--- src/rtl/ldtu_dec_pkg.sv ---
// Shared constants, word-type enum and field layout for the LiTE-DTU stream decoder.
package ldtu_dec_pkg;
    localparam int Nbits_12 = 12;
    localparam int Nbits_32 = 32;
    localparam int NSampBsl = 5;
    localparam int CntBits  = 8;
    localparam int FLD_W    = Nbits_12 + 1;
    localparam int NFLD     = 5;

    localparam logic [1:0]          HDR_BSL   = 2'b01;
    localparam logic [3:0]          HDR_BSLP  = 4'b1010;
    localparam logic [5:0]          HDR_SIG2  = 6'b001010;
    localparam logic [5:0]          HDR_SIG1  = 6'b001011;
    localparam logic [3:0]          HDR_TRL   = 4'b1101;
    localparam logic [Nbits_32-1:0] IDLE_WORD = 32'hEAAAAAAA;

    typedef enum logic [2:0] {
        W_IDLE, W_BSL, W_BSLP, W_SIG2, W_SIG1, W_TRL, W_ILL
    } wtype_e;

    // Field 0 is the oldest sample, i.e. the first one presented downstream.
    typedef logic [NFLD-1:0][FLD_W-1:0] fields_t;
endpackage

--- src/rtl/ldtu_word_classify.sv ---
// Combinational header decode: word type, sample count and {gain,data} fields.
module ldtu_word_classify
    import ldtu_dec_pkg::*;
(
    input  logic [Nbits_32-1:0] i_word,
    output wtype_e              o_type,
    output logic [2:0]          o_nsamp,
    output fields_t             o_fields,
    output logic                o_illegal
);
    always_comb begin
        o_type   = W_ILL;
        o_nsamp  = 3'd0;
        o_fields = '0;
        if (i_word == IDLE_WORD) begin
            o_type = W_IDLE;
        end else if (i_word[31:30] == HDR_BSL) begin
            o_type  = W_BSL;
            o_nsamp = 3'(NSampBsl);
            for (int i = 0; i < NSampBsl; i++)
                o_fields[i] = {7'd0, i_word[29-6*i -: 6]};
        end else if (i_word[31:28] == HDR_BSLP) begin
            // n outside 1..4 leaves the type illegal
            if (i_word[27:24] >= 4'd1 && i_word[27:24] <= 4'd4) begin
                o_type  = W_BSLP;
                o_nsamp = i_word[26:24];
                for (int i = 0; i < 4; i++)
                    if (3'(i) < i_word[26:24])
                        o_fields[i] = {7'd0, i_word[23-6*i -: 6]};
            end
        end else if (i_word[31:26] == HDR_SIG2) begin
            o_type      = W_SIG2;
            o_nsamp     = 3'd2;
            o_fields[0] = i_word[25:13];
            o_fields[1] = i_word[12:0];
        end else if (i_word[31:26] == HDR_SIG1) begin
            o_type      = W_SIG1;
            o_nsamp     = 3'd1;
            o_fields[0] = i_word[12:0];
        end else if (i_word[31:28] == HDR_TRL) begin
            o_type = W_TRL;
        end
        o_illegal = (o_type == W_ILL);
    end
endmodule

--- src/rtl/ldtu_stream_decoder.sv ---
// Unpacks the DTU word stream into one tagged 12-bit sample per cycle and checks frame trailers.
module ldtu_stream_decoder
    import ldtu_dec_pkg::*;
(
    input  logic                CLK,
    input  logic                RST_N,
    input  logic [Nbits_32-1:0] word_in,
    input  logic                word_valid,
    output logic                word_ready,
    input  logic                sample_ready,
    output logic                sample_valid,
    output logic [Nbits_12-1:0] sample_data,
    output logic                sample_gain,
    output logic                sample_bsl,
    output logic                frame_done,
    output logic [15:0]         frame_cnt,
    output logic                err_header,
    output logic                err_frame
);
    wtype_e              w_type;
    logic [2:0]          w_nsamp;
    fields_t             w_fields;
    logic                w_illegal;

    logic [2:0]          r_rem;
    fields_t             r_buf;
    logic                r_bsl;
    logic [CntBits-1:0]  r_scnt;
    logic [15:0]         r_fcnt;
    logic                r_fd, r_ef, r_eh;

    logic                w_valid, w_ready, w_xfer, w_acc, w_load, w_trl;
    logic [CntBits-1:0]  w_scnt_nxt;

    ldtu_word_classify u_cls (
        .i_word    (word_in),
        .o_type    (w_type),
        .o_nsamp   (w_nsamp),
        .o_fields  (w_fields),
        .o_illegal (w_illegal)
    );

    assign w_valid    = (r_rem != 3'd0);
    assign w_ready    = (r_rem == 3'd0) | ((r_rem == 3'd1) & sample_ready);
    assign w_xfer     = w_valid & sample_ready;
    assign w_acc      = word_valid & w_ready;
    assign w_load     = w_acc & (w_type inside {W_BSL, W_BSLP, W_SIG2, W_SIG1});
    assign w_trl      = w_acc & (w_type == W_TRL);
    // A sample leaving on the trailer edge still belongs to the closing frame.
    assign w_scnt_nxt = r_scnt + CntBits'(w_xfer);

    always_ff @(posedge CLK or negedge RST_N) begin
        if (!RST_N) begin
            r_rem  <= 3'd0;
            r_buf  <= '0;
            r_bsl  <= 1'b0;
            r_scnt <= '0;
            r_fcnt <= 16'd0;
            r_fd   <= 1'b0;
            r_ef   <= 1'b0;
            r_eh   <= 1'b0;
        end else begin
            r_fd <= w_trl;
            r_ef <= w_trl & (word_in[27:20] != w_scnt_nxt);
            r_eh <= w_acc & w_illegal;
            if (w_load) begin
                r_buf <= w_fields;
                r_rem <= w_nsamp;
                r_bsl <= (w_type == W_BSL) | (w_type == W_BSLP);
            end else if (w_xfer) begin
                r_buf <= {FLD_W'(0), r_buf[NFLD-1:1]};
                r_rem <= r_rem - 3'd1;
            end
            if (w_trl) begin
                r_scnt <= '0;
                r_fcnt <= r_fcnt + 16'd1;
            end else begin
                r_scnt <= w_scnt_nxt;
            end
        end
    end

    assign word_ready   = w_ready;
    assign sample_valid = w_valid;
    assign sample_data  = r_buf[0][Nbits_12-1:0];
    assign sample_gain  = r_buf[0][Nbits_12];
    assign sample_bsl   = r_bsl & w_valid;
    assign frame_done   = r_fd;
    assign frame_cnt    = r_fcnt;
    assign err_header   = r_eh;
    assign err_frame    = r_ef;
endmodule

--- config.mk ---
export PLATFORM = sky130hd
export DESIGN_NAME = ldtu_stream_decoder
export DESIGN_NICKNAME = d
export VERILOG_FILES = /design/src/rtl/ldtu_dec_pkg.sv /design/src/rtl/ldtu_word_classify.sv /design/src/rtl/ldtu_stream_decoder.sv
export SDC_FILE = /design/constraint.sdc
export NUM_CORES = 1
export LEC_CHECK = 0
export BUFFER_PORTS_ARGS = -buffer_cell sky130_fd_sc_hd__buf_2
export CORE_ASPECT_RATIO = 1.5
export CORE_MARGIN = 1.5
export CORE_UTILIZATION = 55
export CTS_BUF_LIST = sky130_fd_sc_hd__clkbuf_8
export CTS_CLUSTER_SIZE = 12
export DETAILED_ROUTE_END_ITERATION = 16
export GPL_TIMING_DRIVEN = 0
export HOLD_SLACK_MARGIN = 0.15
export PLACE_DENSITY = 0.86
export SETUP_SLACK_MARGIN = 0.02
export SYNTH_ARGS = -nofsm -noshare
export SYNTH_HDL_FRONTEND = slang
export SYNTH_HIERARCHICAL = 1
export SYNTH_SLANG_ARGS = --single-unit
--- constraint.sdc ---
create_clock -name CLK -period 5.4 [get_ports CLK]
set_clock_uncertainty 0.2 [all_clocks]
set_input_delay 0.27 -clock CLK [delete_from_list [all_inputs] [get_ports CLK]]
set_output_delay 0.27 -clock CLK [all_outputs]
set_load 0.02 [all_outputs]
==> impl_results.md, run 1 <==
* Status: finished, final reports clean
* Remaining Overflow, GRT at 0
* RSZ-0062 raised after global routing: false
* # fillers at 868
* Async S/R FF share, synth at 100%
* Synth top area share at 40.9%
* Core Box Area at 10500 µm²
* P&R area growth vs syn at 19.1%
* Peak VDD IR at 0.230 mV
* Final setup viols at 0
* Leakage Power at 3.50 nW
* Min-delay src: word_in[20]
* DR iter-0 viols at 419
* CTS Sinks at 96
* Vert. Die Dim at 130 µm
* CTS root buf: clkbuf_8
* Cell taking the most area after synthesis: dfrtp_1
* H-Tree Depth at 3
* Reg2reg setup slack at 2.65 ns
* F_max at 311 MHz
* Drt wl/cell at 17.4 µm
* Clock buffer depth at 2
* MaxCap Viol Count at 0
* Drc violations at 0
* Initial Utilization at 56.0%
* DP Worst Slack at 2.38 ns
* Syn Inst Count at 618
* Post-synth EDFFs at 0
* Min Tclk post-route at 3.21 ns
* Worst-path fanout max at 10
* Port buffer count at 69
* Die width at 87.4 µm
* Routed WL at 15.6 mm
* Yosys Warn Count at 6
* FF+latch count, synth at 96
* Max transition margin at 34.6%
* P per Cell Area at 343 nW/µm²
* Antenna violations before repair at 0
* Number of library cell types mapped by synthesis at 68
* Worst Slack Setup Final at 2.19 ns
* Crit Path Class: in2reg
* Startpoint types: primary input
* First-pass GRT wire length at 25.2 mm
* Fin. max-slew vios at 0
* Hold endpoint: sample_data[2]$_DFFE_PN0P_
* Worst path required time at 5.49 ns
* Total vias in the final route at 5043
* Number of CTS-inserted buffers at 9
* TritonCTS clock tree: yes
* Post-synth top flop: dfrtp_1
* Hold depth at 5
* Ant. Diodes at 0
* Post-Syn Area at 5870 µm²
* DIE AREA at 11300 µm²
* Drt pass-1 iters at 6
* Syn Area/Cell at 9.50 µm²
* Layout cells sized above 1 at 24.3%
* Crit end category: flop
* Vias/cell at 5.62
* Post-synthesis sequential area ratio at 40.9%
* CTS clk-pin slew, worst paths at 0.09 ns
* IO Pins at 71
* GP Congestion at 0.914
* R2r endpoint: err_frame$_DFF_PN0_
* Setup TNS at 0 ns
* Site Rows at 46
* Final nets at 790
* GRT Total Usage at 29.2%
* Final ANT Viol Nets at 0
* Worst min path class: in2reg
* Synth top area cells: dfrtp_1 (41%), mux2i_1 (10%), nand2_1 (7.2%)
* Tcrit/Tclk final at 59.5%
* Final hold violations at 0
* Slew @ Worst Pin at 0.974 ns
* Pin count of the biggest net entering global routing at 61
* Vias in the first global route at 5167
* R2r worst-path depth at 12
* R2r startpoint: r_rem[0]$_DFFE_PN0P_
* DP Wirelength at 11.3 mm
* Clk_lat worst skew at 0.37 ns
* Critical Path AT at 3.30 ns
* PostCTS Resize Cnt at 0
## placed cells by master, fill, tap and decap left out, types with 7 or more instances in the layout
| cell | instances |
|---|---|
| and2_1 | 11 |
| dlygate4sd3_1 | 29 |
| conb_1 | 21 |
| nor2_1 | 23 |
| xnor2_1 | 15 |
| buf_4 | 36 |
| a21oi_1 | 22 |
| mux2i_1 | 59 |
| nand2_1 | 113 |
| clkbuf_8 | 9 |
| buf_6 | 9 |
| and3_1 | 8 |
| o21ai_0 | 36 |
| xor2_1 | 15 |
| o21ai_1 | 33 |
| inv_1 | 7 |
| buf_2 | 80 |
| dfrtp_1 | 96 |
## synth_stat cells, types with 2 or more instances
| cell | instances |
|---|---|
| nand2_1 | 113 |
| dfrtp_1 | 96 |
| mux2i_1 | 59 |
| o21ai_0 | 36 |
| buf_4 | 35 |
| o21ai_1 | 33 |
| nor2_1 | 23 |
| a21oi_1 | 22 |
| xnor2_1 | 15 |
| xor2_1 | 15 |
| buf_2 | 12 |
| and2_1 | 11 |
| buf_6 | 9 |
| and3_1 | 8 |
| inv_1 | 7 |
| a221o_1 | 6 |
| a22o_1 | 6 |
| clkbuf_2 | 6 |
| ha_1 | 6 |
| nand3_1 | 6 |
| nor3_1 | 6 |
| and2_0 | 5 |
| clkbuf_1 | 5 |
| nor2b_1 | 5 |
| nor3_2 | 4 |
| o22ai_1 | 4 |
| a21oi_2 | 3 |
| a31oi_1 | 3 |
| mux2_2 | 3 |
| nand3_2 | 3 |
| nand3b_1 | 3 |
| nand4_1 | 3 |
| nand4_4 | 3 |
| nor4_1 | 3 |
| nor4bb_1 | 3 |
| and2_4 | 2 |
| buf_12 | 2 |
| nand2b_1 | 2 |
| or3_1 | 2 |
| xnor2_2 | 2 |
## power by group
| group | internal (W) | switching (W) | total, W | leakage (nW) |
|---|---|---|---|---|
| Combinational | 0.000399 | 0.000493 | 0.000892 | 2.12 |
| Clock | 0.000218 | 0.000268 | 0.000486 | 0.0925 |
| Sequential | 0.000896 | 0.000124 | 0.00102 | 1.29 |
| Total | 0.00151 | 0.000885 | 0.00240 | 3.50 |
## per-stage QoR
| step | std cells | instance area, µm² | power (W) | hold slack [ns] | util (%) |
|---|---|---|---|---|---|
| 6_report | 897 | 6990 | 0.00240 | 0.176 | 66.8 |
| 4_1_cts | 897 | 6990 | 0.00241 | 0.154 | 66.8 |
| 5_1_grt | 897 | 6990 | 0.00255 | 0.190 | 66.8 |
| 3_3_place_gp | 851 | 6470 | 0.00186 | 0.254 | 61.8 |
| 2_1_floorplan | 638 | 5950 | 0.00164 | -0.226 | - |
| 3_5_place_dp | 852 | 6500 | 0.00191 | 0.0717 | 62.1 |
## logic make-up (layout without fill, tap and decap cells)
logic type               count (synthesis)  after routing  synth area share [%]
multiplexers                            63             63                  10.9
buffers and inverters                   76            191                  9.19
other                                    1             21                0.0639
adder cells (fa/ha/maj)                  6              6                  1.28
flip-flops                              96             96                  40.9
XOR/XNOR                                33             33                  5.31
AND/OR/NAND/NOR                        221            221                  20.1
AO/OA/AOI/OAI                          122            122                  12.3
## worst max-delay path by stage
stage / from / endpoint / cells past startpoint
after floorplan: r_rem[0]$_DFFE_PN0P_ / err_frame$_DFF_PN0_ / 13
after global placement: word_in[3] / sample_data[7]$_DFFE_PN0P_ / 13
after detailed placement: word_in[23] / r_rem[1]$_DFFE_PN0P_ / 13
after CTS: word_in[3] / r_rem[1]$_DFFE_PN0P_ / 14
after global routing: word_in[3] / r_rem[1]$_DFFE_PN0P_ / 14
final: word_in[3] / r_buf[54]$_DFFE_PN0P_ / 14
## state kept, by name (all words and copies together) (netlist names)
name         flops
r_buf           52
r_rem            3
err_frame        1
sample_data     12
frame_cnt       16
r_bsl            1
sample_gain      1
err_header       1
frame_done       1
r_scnt           8
## critical path: stages
cell           delay [ns]
dlygate4sd3_1        0.52
buf_2                0.17
nor4bb_1             0.31
nand4_1              0.17
nor4_1               0.54
a211oi_1             0.15
nor2_1               0.25
xnor2_1              0.14
and2_1               0.16
buf_6                0.14
buf_6                0.15
buf_6                0.15
nand2_1              0.08
o21ai_1              0.10
## routing by layer
layer,track usage (%),up-vias,wire (µm)
met5,0,-,0
met4,14.2,0,639
met3,4.78,63,1030
met2,54.1,244,8380
met1,31.4,2407,5590
li1,-,2329,-
## cell type report
cell class	instances	area (µm²)	area share, %
Sequential cell	96	2400	34.3
Inverter	7	26.3	0.376
Timing Repair Buffer	99	666	9.52
Tap cell	144	180	2.58
Multi-Input combinational cell	466	3000	43.0
Clock inverter	7	78.8	1.13
Buffer	69	513	7.33
Clock buffer	9	124	1.77
## timing repair
action,4_1_cts,5_1_grt
buffers inserted,0,0
hold endpoints to repair,127,0
hold buffers,29,0
No activity file was read; power rests on OpenSTA's default activity.
==> run 2: changes to the inputs <==
clock period = 3.2 ns   (was 5.4 ns; I/O delays follow)
==> run 2 against run 1 <==
Net effect:
- combinational power is 73% higher
- first-iteration DRC count increased by 0.48%
- power rose by 71%
- clock-buffer cell count did not move
- global-route usage grew 0.84 points
- flip-flop and latch count unchanged
- critical path depth fell by 3
- clock power is 70% higher
- cell count rose by 3.3%
- critical endpoint is now sample_data[0]$_DFFE_PN0P_
==> impl_results.md, run 2 (synthesis gave the netlist of run 1 again) <==
* Psw at 0.00151 W (+71%)
* Vias/cell at 5.65 (+0.41%)
* H-Tree Depth at 3 (unchanged)
* Startpoint types: primary input
* DP Wirelength at 11.3 mm (unchanged)
* CTS root buf: clkbuf_8
* MaxCap Viol Count at 0 (unchanged)
* Leakage Power at 3.66 nW (+4.5%)
* DP Worst Slack at 0.290 ns (-2.09 ns)
* Final hold violations at 0 (unchanged)
* Number of CTS-inserted buffers at 9 (unchanged)
* Sw frac at 37.0% (+0.11 points)
* Worst-path fanout max at 10 (unchanged)
* Tcrit/Tclk final at 99.0%
* DIE AREA at 11300 µm² (unchanged)
* Worst Slack Setup Final at 0.0324 ns (-2.16 ns)
* Max transition margin at 33.6% (-0.96 points)
* Commonest non-fill, non-tap cell in the layout: nand2_1
* Pwr Total at 0.00409 W (+71%)
* Pin count of the biggest net entering global routing at 61 (unchanged)
* Hold WS at 0.278 ns (+0.102 ns)
* Area of the multi-input gates at 3030 µm² (+0.71%)
* Worst min path class: reg2reg
* Most frequent cells in the layout: nand2_1 (113), dfrtp_1 (96), buf_2 (80)
* Drc violations at 0 (unchanged)
* Initial Utilization at 56.0% (unchanged)
* TritonCTS clock tree: yes
* P per Cell Area at 560 nW/µm² (+63%)
* Final ANT Viol Nets at 0 (unchanged)
* DR iter-0 viols at 421 (+0.48%)
* Peak VDD IR at 0.394 mV (+71%)
* Die width at 87.4 µm (unchanged)
* Final nets at 819 (+3.7%)
* Sequential share of power at 42.1% (-0.4 points)
* Clk_lat worst skew at 0.37 ns (about the same)
* Min Tclk post-route at 3.17 ns
* # fillers at 809 (-6.8%)
* CTS clk-pin slew, worst paths at 0.10 ns (about the same)
* Fin. max-slew vios at 0 (unchanged)
* Largest register by flop count: r_buf
* Total vias in the final route at 5233 (+3.8%)
* Comb pwr share at 37.7% (+0.5 points)
* Critical path's largest stage delay at 0.57 ns (+0.03 ns)
* Reg area at 2400 µm² (unchanged)
* Crit end category: flop
* Clock buffer depth at 2 (unchanged)
* RSZ-0062 raised after global routing: true
* Final setup viols at 0 (unchanged)
* Slew @ Worst Pin at 0.988 ns (+0.0144 ns)
* Antenna violations before repair at 1 (+1)
* GP Congestion at 0.914 (unchanged)
* Crit path top cell by count: dlygate4sd3_1
* Critical Path AT at 3.27 ns (-0.03 ns)
* First-pass GRT wire length at 26.0 mm (+3.1%)
* Vert. Die Dim at 130 µm (unchanged)
* Cell Chain, Critical Path: dlygate4sd3_1 -> buf_2 -> buf_6 -> or3b_4 -> a211oi_4 -> nand2_1 -> dlygate4sd3_1 -> a31oi_1 -> dlygate4sd3_1 -> nand2_1 -> o21ai_1
* Site Rows at 46 (unchanged)
* CP max stage cell: dlygate4sd3_1
* Internal Pwr Total at 0.00258 W (+70%)
* F_max at 316 MHz
* Worst path required time at 3.30 ns (-2.19 ns)
* Status: finished, final reports clean
* Drt wl/cell at 17.5 µm (+0.53%)
* Routed WL at 16.3 mm (+3.9%)
* Drt pass-1 iters at 8 (+2)
* CTS Sinks at 96 (unchanged)
* Port buffer count at 69 (unchanged)
* Vias in the first global route at 5366 (+3.9%)
* P&R area growth vs syn at 24.4%
* Remaining Overflow, GRT at 0 (unchanged)
* IO Pins at 71 (unchanged)
* Layout cells sized above 1 at 24.4% (+0.12 points)
* Power share of the clock group at 20.2% (about the same)
* GRT Total Usage at 30.0% (+0.84 points)
* Crit Path Class: in2reg
* Max reg flops at 52 (unchanged)
* Core Box Area at 10500 µm² (unchanged)
[run 2: power by group through the flow]
| stage | Sequential [W] | Combinational (W) | Clock (W) |
|---|---|---|---|
| floorplan | 0.00170 | 0.00108 | 0 |
| global placement | 0.00173 | 0.00141 | 0 |
| detailed placement | 0.00175 | 0.00147 | 0 |
| CTS | 0.00172 | 0.00153 | 0.000836 |
| global route | 0.00176 | 0.00168 | 0.000892 |
| finish | 0.00172 | 0.00154 | 0.000825 |
[run 2: worst paths after layout]
path	depth (start not counted)	to	slack, ns	from
min reg2reg	1	frame_cnt[15]$_DFFE_PN0P_	0.28	frame_cnt[15]$_DFFE_PN0P_
min in group asynchronous	4	r_scnt[7]$_DFF_PN0_	0.65	RST_N
max reg2reg	13	err_frame$_DFF_PN0_	0.45	r_rem[0]$_DFFE_PN0P_
max in group asynchronous	4	r_buf[38]$_DFFE_PN0P_	1.86	RST_N
min	1	frame_cnt[15]$_DFFE_PN0P_	0.28	frame_cnt[15]$_DFFE_PN0P_
max	11	sample_data[0]$_DFFE_PN0P_	0.03	word_in[26]
[run 2: layout make-up]
cell class	instances	area share [%]
Multi-Input combinational cell	466	41.4
Sequential cell	96	32.9
Timing Repair Buffer	128	13.1
Buffer	69	7.02
Tap cell	144	2.47
Clock buffer	9	1.70
Clock inverter	7	1.08
Inverter	7	0.360
Antenna cell	1	0.0343
[run 2: what timing repair did]
item                                    in CTS  in global routing
endpoints found under the hold margin      146                  0
buffers inserted                             0                  5
hold buffers                                53                  0
gates resized for setup                      0                  3
endpoints found under the setup margin       0                 57
[run 2: worst max-delay path: cells and delay by family]
kind                   cells  cell delay, ns
AOI/OAI and AO/OA          3            0.57
and+or+nand+nor            3            0.55
buffers and inverters      5            1.98
[run 2: through the flow]
step                util [%]  instances  cell area [µm²]  setup TNS, ns
floorplan                  -        638             5950              0
global placement        61.8        851             6470              0
detailed placement      62.1        852             6500              0
CTS                     69.2        921             7240              0
global route            69.7        927             7310        -0.0185
finish                  69.7        927             7310              0
[run 2: per-layer routing]
metal / vias up / global-route usage, % / share of wire, %
met5: - / 0 / 0
met4: 0 / 15.7 / 4.8
met3: 80 / 4.65 / 6.6
met2: 267 / 55.2 / 53
met1: 2489 / 32.4 / 35
li1: 2397 / - / -
==> run 3: changes to the inputs <==
MAX_ROUTING_LAYER = met4   (was default)
==> run 3 against run 2 <==
Net effect:
- critical path depth is the same
- final area is 1.4% lower
- non-clock buffer count is 9 lower
- die area is the same
- wire length is 1.7% higher
- fmax rose by 2.5%
- global-route usage is 2.1 points higher
==> impl_results.md, run 3 (synthesis gave the netlist of run 1 again) <==
* Port buffer count at 69 (unchanged)
* DP Area at 6500 µm² (unchanged)
* Final hold violations at 0 (unchanged)
* Die width at 87.4 µm (unchanged)
* Drt pass-1 iters at 5 (-3)
* Status: finished, final reports clean
* CP max stage cell: or4b_2
* Site Rows at 46 (unchanged)
* R2r worst-path depth at 12 (-1)
* Number of CTS-inserted buffers at 9 (unchanged)
* Fin. max-slew vios at 0 (unchanged)
* Remaining Overflow, GRT at 0 (unchanged)
* Reg2reg setup slack at 0.38 ns (-0.07 ns)
* Critical path's largest stage delay at 0.61 ns (+0.04 ns)
* Cell Chain, Critical Path: dlygate4sd3_1 -> buf_2 -> buf_6 -> inv_1 -> a31oi_1 -> or4b_2 -> dlygate4sd3_1 -> a21oi_1 -> dlygate4sd3_1 -> nand2_1 -> o21ai_1
* Critical Path AT at 3.20 ns (-0.07 ns)
* Finished Cell Area at 7200 µm² (-1.4%)
* R2r startpoint: r_rem[0]$_DFFE_PN0P_
* Pwr Total at 0.00412 W (+0.70%)
* DIE AREA at 11300 µm² (unchanged)
* CTS root buf: clkbuf_8
* DR iter-0 viols at 497 (+18%)
* Worst path required time at 3.31 ns (about the same)
* Leakage Power at 3.61 nW (-1.4%)
* TritonCTS clock tree: yes
* DP Wirelength at 11.9 mm (+5.1%)
* Core Util, Final at 68.7% (-1.0 points)
* Clock buffer depth at 2 (unchanged)
* First-pass GRT wire length at 26.5 mm (+1.9%)
* Worst min path class: in2async
* Crit end category: flop
* Final nets at 810 (-1.1%)
* Worst-path fanout max at 10 (unchanged)
* P&R area growth vs syn at 22.7%
* Crit Path Class: in2reg
* Most frequent cells in the layout: nand2_1 (113), dfrtp_1 (96), buf_2 (80)
* Clk_lat worst skew at 0.39 ns (+0.02 ns)
* CTS Sinks at 96 (unchanged)
* Layout cells sized above 1 at 23.8% (-0.62 points)
* RSZ-0062 raised after global routing: false
* Max reg flops at 52 (unchanged)
* Vias in the first global route at 5319 (-0.88%)
* Drt wl/cell at 18.0 µm (+2.9%)
* R2r endpoint: err_frame$_DFF_PN0_
* Routed WL at 16.5 mm (+1.7%)
* Total vias in the final route at 5209 (-0.46%)
* GP Congestion at 0.952 (+4.1%)
* CTS clk-pin slew, worst paths at 0.09 ns (about the same)
* Max transition margin at 28.1% (-5.6 points)
* Antenna violations before repair at 0 (-1)
* Tcrit/Tclk final at 96.6% (-2.4 points)
* Setup TNS at 0 ns (unchanged)
* H-Tree Depth at 3 (unchanged)
* Vert. Die Dim at 130 µm (unchanged)
* Ant. Diodes at 0 (-1)
* Largest register by flop count: r_buf
* Final setup viols at 0 (unchanged)
* Min Tclk post-route at 3.09 ns (-0.0765 ns)
* Initial Utilization at 56.0% (unchanged)
* P per Cell Area at 572 nW/µm² (+2.2%)
* Drc violations at 0 (unchanged)
* Commonest non-fill, non-tap cell in the layout: nand2_1
* Final ANT Viol Nets at 0 (unchanged)
* IO Pins at 71 (unchanged)
* F_max at 324 MHz (+2.5%)
* Slew @ Worst Pin at 1.07 ns (+0.0828 ns)
* Peak VDD IR at 0.363 mV (-7.8%)
* Crit path top cell by count: dlygate4sd3_1
* GRT Total Usage at 32.1% (+2.1 points)
* Pin count of the biggest net entering global routing at 53 (-13%)
* MaxCap Viol Count at 0 (unchanged)
* Vias/cell at 5.68 (+0.63%)
* Startpoint types: primary input
* Core Box Area at 10500 µm² (unchanged)
## run 3: layout make-up
type	instances	area, µm²
Fill cell	835	3270
Multi-Input combinational cell	466	3010
Sequential cell	96	2400
Timing Repair Buffer	119	863
Buffer	69	513
Tap cell	144	180
Clock buffer	10	138
Clock inverter	6	67.6
Inverter	7	26.3
## run 3: layer usage
layer / track usage [%] / routed length, µm / up-vias
met3: 5.80 / 1040 / 79
met2: 55.3 / 8550 / 270
met1: 34.3 / 6070 / 2484
li1: - / - / 2376
met5: - / 0 / -
met4: 18.0 / 880 / 0
## run 3: worst max path at each step
stage	from	to	slack, ns
detailed placement	word_in[23]	sample_data[5]$_DFFE_PN0P_	0.004
global route	word_in[26]	r_buf[40]$_DFFE_PN0P_	0.04
global placement	word_in[23]	sample_data[10]$_DFFE_PN0P_	0.06
floorplan	r_rem[0]$_DFFE_PN0P_	err_frame$_DFF_PN0_	0.67
CTS	word_in[26]	sample_data[5]$_DFFE_PN0P_	0.03
finish	word_in[26]	sample_data[2]$_DFFE_PN0P_	0.11
## run 3: where the power goes
group	switching (W)	internal [W]
combinational	0.000841	0.000689
clock	0.000467	0.000389
sequential	0.000219	0.00151
## run 3: what timing repair did
action | in CTS | in global routing
resized for setup | 0 | 1
hold buffers | 48 | 0
endpoints found under the setup margin | 0 | 67
hold endpoints to repair | 146 | 0
setup buffers | 0 | 1
## run 3: per-stage QoR
stage | setup slack, ns | cells | hold slack [ns]
after floorplan | 0.670 | 638 | -0.336
after global placement | 0.0608 | 851 | 0.252
after detailed placement | 0.00446 | 852 | 0.0450
after CTS | 0.0319 | 916 | 0.155
after global routing | 0.0420 | 917 | 0.182
final | 0.109 | 917 | 0.156
## run 3: worst max-delay path: cells and delay by family
kind,cells,cell delay [ns]
and+or+nand+nor,2,0.67
AOI/OAI and AO/OA,3,0.28
buffers and inverters,6,2.08
